`config.mk`:
```
export PLATFORM = sky130hd
export DESIGN_NAME = seq_mem_playback
export DESIGN_NICKNAME = d
export VERILOG_FILES = /design/src/rtl/seq_mem_playback.sv
export SDC_FILE = /design/constraint.sdc
export NUM_CORES = 1
export LEC_CHECK = 0
export ABC_AREA = 1
export BUFFER_PORTS_ARGS = -buffer_cell sky130_fd_sc_hd__buf_2
export CAP_MARGIN = 0
export CORE_AREA = 2 2 115 117
export CTS_CLUSTER_DIAMETER = 30
export DETAILED_ROUTE_END_ITERATION = 10
export DIE_AREA = 0 0 117 119
export SLEW_MARGIN = 20
export SYNTH_ARGS = -nofsm -noshare
export SYNTH_HDL_FRONTEND = slang
export SYNTH_SLANG_ARGS = --single-unit
```
`constraint.sdc`:
```
create_clock -name clk -period 4.27 [get_ports clk]
set_clock_uncertainty 0.2 [all_clocks]
set_input_delay 0.854 -clock clk [delete_from_list [all_inputs] [get_ports clk]]
set_output_delay 0.854 -clock clk [all_outputs]
set_load 0.02 [all_outputs]
```
`src/rtl/seq_mem_playback.sv`:
```
// Sequence memory (16 two-bit colours) with timed one-hot lamp playback
// and a combinational read port for the press checker.
module seq_mem_playback #(
  parameter int unsigned ON_CYCLES  = 4,
  parameter int unsigned OFF_CYCLES = 2,
  parameter int unsigned CNT_W      = 16
) (
  input  logic       clk,
  input  logic       rst,
  input  logic       mem_load,
  input  logic [7:0] mem_in,
  input  logic [1:0] mem_load_val,
  input  logic       play_start,
  input  logic [4:0] round_len,
  input  logic [3:0] rd_idx,
  output logic [1:0] rd_colour,
  output logic [3:0] colour_out,
  output logic       play_busy,
  output logic       play_done
);

  localparam int unsigned MEM_W   = 32;
  localparam int unsigned LEN_W   = 5;
  localparam int unsigned IDX_W   = 4;
  localparam int unsigned SEQ_MAX = 16;

  typedef enum logic [1:0] {
    S_IDLE,
    S_ON,
    S_OFF,
    S_DONE
  } state_t;

  state_t             state_q, state_d;
  logic [MEM_W-1:0]   mem_q, mem_d;
  logic [IDX_W-1:0]   idx_q, idx_d;
  logic [CNT_W-1:0]   tmr_q, tmr_d;
  logic [LEN_W-1:0]   len_q, len_d;
  logic [3:0]         colour_q, colour_d;
  logic               busy_q, busy_d;
  logic               done_q, done_d;
  logic [LEN_W-1:0]   eff_len;

  // Requested length clamped to the memory depth.
  assign eff_len = (round_len > LEN_W'(SEQ_MAX)) ? LEN_W'(SEQ_MAX) : round_len;

  always_ff @(posedge clk) begin
    if (rst) begin
      state_q  <= S_IDLE;
      mem_q    <= '0;
      idx_q    <= '0;
      tmr_q    <= '0;
      len_q    <= '0;
      colour_q <= '0;
      busy_q   <= 1'b0;
      done_q   <= 1'b0;
    end else begin
      state_q  <= state_d;
      mem_q    <= mem_d;
      idx_q    <= idx_d;
      tmr_q    <= tmr_d;
      len_q    <= len_d;
      colour_q <= colour_d;
      busy_q   <= busy_d;
      done_q   <= done_d;
    end
  end

  always_comb begin
    state_d  = state_q;
    mem_d    = mem_q;
    idx_d    = idx_q;
    tmr_d    = tmr_q;
    len_d    = len_q;
    colour_d = '0;
    busy_d   = 1'b0;
    done_d   = 1'b0;

    case (state_q)
      S_IDLE: begin
        if (mem_load) begin
          mem_d[{mem_load_val, 3'b000} +: 8] = mem_in;
        end
        if (play_start) begin
          len_d   = eff_len;
          idx_d   = '0;
          tmr_d   = '0;
          state_d = (eff_len == '0) ? S_DONE : S_ON;
        end
      end
      S_ON: begin
        if (tmr_q == CNT_W'(ON_CYCLES - 1)) begin
          tmr_d   = '0;
          state_d = S_OFF;
        end else begin
          tmr_d = tmr_q + CNT_W'(1);
        end
      end
      S_OFF: begin
        if (tmr_q == CNT_W'(OFF_CYCLES - 1)) begin
          tmr_d = '0;
          if (LEN_W'(idx_q) == len_q - LEN_W'(1)) begin
            state_d = S_DONE;
          end else begin
            idx_d   = idx_q + IDX_W'(1);
            state_d = S_ON;
          end
        end else begin
          tmr_d = tmr_q + CNT_W'(1);
        end
      end
      S_DONE: begin
        state_d = S_IDLE;
      end
      default: begin
        state_d = S_IDLE;
      end
    endcase

    // Outputs decoded from next state so they register in step with it.
    busy_d = (state_d != S_IDLE);
    done_d = (state_d == S_DONE);
    if (state_d == S_ON) begin
      colour_d = 4'd1 << mem_d[{idx_d, 1'b0} +: 2];
    end
  end

  assign rd_colour  = mem_q[{rd_idx, 1'b0} +: 2];
  assign colour_out = colour_q;
  assign play_busy  = busy_q;
  assign play_done  = done_q;

endmodule
```
# [Word level (Yosys, flattened, before mapping)]
# Cells that the tools add are included.
[classes] addsub=4 order_cmp=1 eq_ne=9 shift=5 n_mux=18 n_bitwise=1 reduce_logical=7
[ops] op="32-bit two-way mux" n=2
[ops] op="32-bit by 6-bit variable part select with 2-bit output" n=2
[ops] op="16-bit two-way mux" n=3
[ops] op="16-bit case mux with 3 select lines" n=1
[ops] op="32-bit bitwise mux" n=1
[ops] op="8-bit by 7-bit variable shift with 32-bit output (first input constant)" n=1
[ops] op="8-bit by 7-bit variable part select with 32-bit output" n=1
[ops] op="16-bit by 1-bit adder with 16-bit output (second input constant)" n=1
[ops] op="16-bit by 1-bit == test with 1-bit output (second input constant)" n=1
[ops] op="16-bit by 2-bit == test with 1-bit output (second input constant)" n=1
[ops] op="4-bit two-way mux" n=3
[ops] op="2-bit two-way mux" n=5
[ops] op="2-bit case mux with 4 select lines" n=1
[ops] op="4-bit case mux with 2 select lines" n=1
[ops] op="5-bit negator with 7-bit output" n=1
[ops] op="2-bit == test (second input constant)" n=3
[ops] op="4-bit by 5-bit == test with 1-bit output" n=1
[ops] op="5-bit greater-than comparator (second input constant)" n=1
[ops] op="5-bit logical NOT" n=1
[ops] op="5-bit two-way mux" n=1
[ops] op="5-bit by 1-bit subtractor with 5-bit output (second input constant)" n=1
[ops] op="4-bit by 1-bit adder with 4-bit output (second input constant)" n=1
[ops] op="2-bit by 1-bit == test with 1-bit output (second input constant)" n=2
[ops] op="2-bit AND reduction" n=2
[ops] op="7 further kinds" n=7
[totals] regBits=65 in_bits=23

# [Depth between registers and ports, before layout]
[logic_depth] depth_word=9 depth_mapped=21 ltp_nobuf=20

# [Worst setup path before layout]
# Ideal clock, no wire load.
[synth_path] kind="in2out" from="input port rd_idx[0]" to="output port rd_colour[0]" t_arrival_ps=2010 path_slack_ps=1206 stages=6 n_path_buf=2 path_cell_list="clkbuf_1 buf_1 mux2i_1 o211ai_1 o211ai_1 nand2_1"
[synth_via] elab_chain_len=1
[synth_lines] item="start, declared" line="15" rtl="input logic [3:0] rd_idx,"
[synth_lines] item="32-bit by 6-bit variable part select with 2-bit output" line="128" rtl="assign rd_colour = mem_q[{rd_idx, 1'b0} +: 2];"
[synth_lines] item="end, declared" line="16" rtl="output logic [1:0] rd_colour,"
# Every way passes these cells.

# [Worst setup path after layout]
[layout_path] from="input port rd_idx[0]" to="output port rd_colour[1]"
# Same word-level chain as after synthesis.

==> flow_summary.ini <==
[cts]
cts-resized-gates = 0
cts_setup_buffers = 0
numCtsBuffers = 9
root_buffer = clkbuf_16
cts_hold_buf = 0
cts_buffer_depth = 2
cts.sinks = 65
clk_pin_slew_ns = 0.05
cts_tree = yes
h-tree-depth = 3
clk_latency_ns = 0.34

[worst_setup_path]
path_delay_family = buffers and inverters
cp.depth = 6
cp_num_buf_inv = 2
startpoint = rd_idx[0]
slowest_stage = buf_2
required_ns = 3.22
end_kind = output port
r2r_slack_ns = 1.18
cpMostUsedCell = buf_2
crit_fanout = 24
start_kind = primary input
cp_cell_sequence = buf_2 -> mux2i_1 -> o21ai_0 -> o211ai_1 -> nand2_1 -> buf_2
timing.rr.start = state_q[0]$_SDFF_PP0_
crit_type = primary input to output port
reg2reg_depth = 14
crit_end = rd_colour[1]
crit_arrival_ns = 2.05
slowest_delay_ns = 0.42
r2r-end = colour_out[3]$_SDFF_PP0_

[outcome]
status = complete, no violations

[pwr]
p_clk_share_pct = 48.1
power_switching_uw = 438
power_density_mw_per_mm2 = 389
p_leak_uw = 0.00179
netSwitchingFraction_pct = 26.0
peakVddDrop_uv = 176
pwr-share-comb_pct = 13.7
p_seq_share_pct = 38.2
internal_power_uw = 1240

[yosys]
avgSynthCellArea_um2 = 6.74
async_flop_share_pct = 0
syn_nets = 585
yosysMostFrequentCell = nand2_1
synth_top_area_share_pct = 35.2
yosys_register_bits = 65
syn-instance-count = 549
yosysSeqAreaShare_pct = 35.2
synthFlopType = dfxtp_1
yosys-top-cells-area = dfxtp_1, nand2_1, nand3_1, nor2_1, inv_1
synth_common_cells = nand2_1, nor2_1, nand3_1, dfxtp_1, inv_1
synth_edf_count = 0
yosysWarnings = 0
ys_types = 40
syn-cell-area_mm2 = 0.00370
yosysTopAreaCell = dfxtp_1

[global_route]
grt_pass1_wl_mm = 16.9
grt_pass1_vias = 3591
use_met2_pct = 24.8
use_met1_pct = 19.4
grt_antenna_before_repair = 0
grt_busiest_layer = met2
grt_overflow = 0
grt.total_usage_pct = 15.5
grtUsageMet3_pct = 5.19
grt_start_max_net_pins = 44

[flow_run]
cap_violations = 0

[drt]
vias = 3732
antenna_left = 0
via_per_inst = 4.96
wl_per_cell_um = 13.6
dr.pass1.iters = 5
drcViolationCount = 0
routed_wl_mm = 10.3
drtIter0Drc = 320

[timing]
setup_viol = 0
timing.hold.ws_ns = 0.278
rsz0062_at_grt = false
worst_slack_ns = 1.16
finalCriticalPeriod_ns = 3.11
setup_tns_ns = 0
hold_viol_final = 0
clock.fmax_mhz = 322
slew_headroom_pct = 45.0
worst_pin_slew_ns = 0.825
slew_viol_final = 0
fin_crit_sh_pct = 72.7

[floorplanning]
dieArea_mm2 = 0.0139
fp.dieH_um = 119
ios = 31
initial_core_util_pct = 28.7
die_w_um = 117
rows = 42
core_area_mm2 = 0.0129

[cells_and_area]
synthToLayoutAreaGrowth_pct = 16.9
drive_above_1_share_pct = 10.2
final_nets = 608
finalInstanceArea_mm2 = 0.00432
diodes = 0

[placement]
pre_cts_slack_ns = 0.946
hpwl_mm = 7.32
port_buffers = 30
gp_congestion = 0.915
place_area_mm2 = 0.00400

[min_path]
hold_path.class = flop to flop
-- per-stage QoR --
step	total power [uW]	std cells	util [%]
finish	1680	753	33.6
global route	1760	753	33.6
CTS	1700	753	33.6
detailed placement	884	737	31.1
global placement	879	737	31.1
floorplan	815	549	-
-- final cells by class --
| cell class | instances | area [um^2] |
|---|---|---|
| inverter | 61 | 229 |
| clock inverter | 2 | 60.1 |
| tap | 176 | 220 |
| timing repair buffer | 32 | 165 |
| sequential | 65 | 1300 |
| multi-input combinational | 403 | 2080 |
| fill | 1377 | 8550 |
| clock buffer | 14 | 264 |
-- worst min-delay path: stages (launching register included) --
cell and delay [ns]:
dfxtp_1 0.31, nand2_1 0.06, a21oi_1 0.05
-- kinds of logic (layout without fill, tap and decap cells) --
family / after synthesis / count (layout) / synth area share (%)
multiplexers: 8 / 8 / 2.16
AND/OR/NAND/NOR: 283 / 283 / 33.7
flip-flops: 65 / 65 / 35.2
adder cells (fa/ha/maj): 13 / 13 / 4.40
AO/OA/AOI/OAI: 94 / 94 / 14.9
XOR/XNOR: 5 / 5 / 1.18
buffers and inverters: 81 / 109 / 8.49
-- power groups by stage --
| stage | registers (uW) | clock network, uW | logic (uW) |
|---|---|---|---|
| final | 643 | 809 | 231 |
| after global routing | 645 | 855 | 262 |
| after CTS | 642 | 823 | 231 |
| after detailed placement | 655 | 0 | 229 |
| after global placement | 655 | 0 | 225 |
| after floorplan | 658 | 0 | 157 |
-- per-layer routing --
| layer | wire [um] | vias to the layer above |
|---|---|---|
| met5 | 0 | - |
| met4 | 176 | 0 |
| met3 | 846 | 20 |
| met2 | 4580 | 142 |
| met1 | 4640 | 1701 |
| li1 | - | 1869 |
-- flip-flops by register name, summed over array words and instances (netlist names) --
signal      cells
colour_out      4
state_q         2
mem_q          32
play_busy       1
idx_q           4
play_done       1
len_q           5
tmr_q          16
-- how the worst min path moves through the flow --
stage | to | cells after the start | startpoint
after global routing | tmr_q[15]$_SDFFE_PP0P_ | 2 | tmr_q[15]$_SDFFE_PP0P_
after floorplan | tmr_q[15]$_SDFFE_PP0P_ | 2 | tmr_q[15]$_SDFFE_PP0P_
after global placement | tmr_q[15]$_SDFFE_PP0P_ | 2 | tmr_q[15]$_SDFFE_PP0P_
after detailed placement | tmr_q[15]$_SDFFE_PP0P_ | 2 | tmr_q[15]$_SDFFE_PP0P_
final | tmr_q[1]$_SDFFE_PP0P_ | 2 | tmr_q[1]$_SDFFE_PP0P_
after CTS | len_q[1]$_SDFFE_PP0P_ | 2 | len_q[1]$_SDFFE_PP0P_
-- cell usage in the layout, fill, tap and decap left out, drive strengths merged, types with 10 or more instances in the layout --
| cell type | Yosys | layout |
|---|---|---|
| a21oi | 27 | 27 |
| o21ai | 35 | 35 |
| buf | 3 | 32 |
| nand2 | 102 | 102 |
| dfxtp | 65 | 65 |
| a22oi | 11 | 11 |
| nor2 | 86 | 86 |
| nand3 | 72 | 72 |
| ha | 13 | 13 |
| nor4 | 10 | 10 |
| clkbuf | 17 | 14 |
| inv | 60 | 60 |
Power figures use the tool's default switching activity.
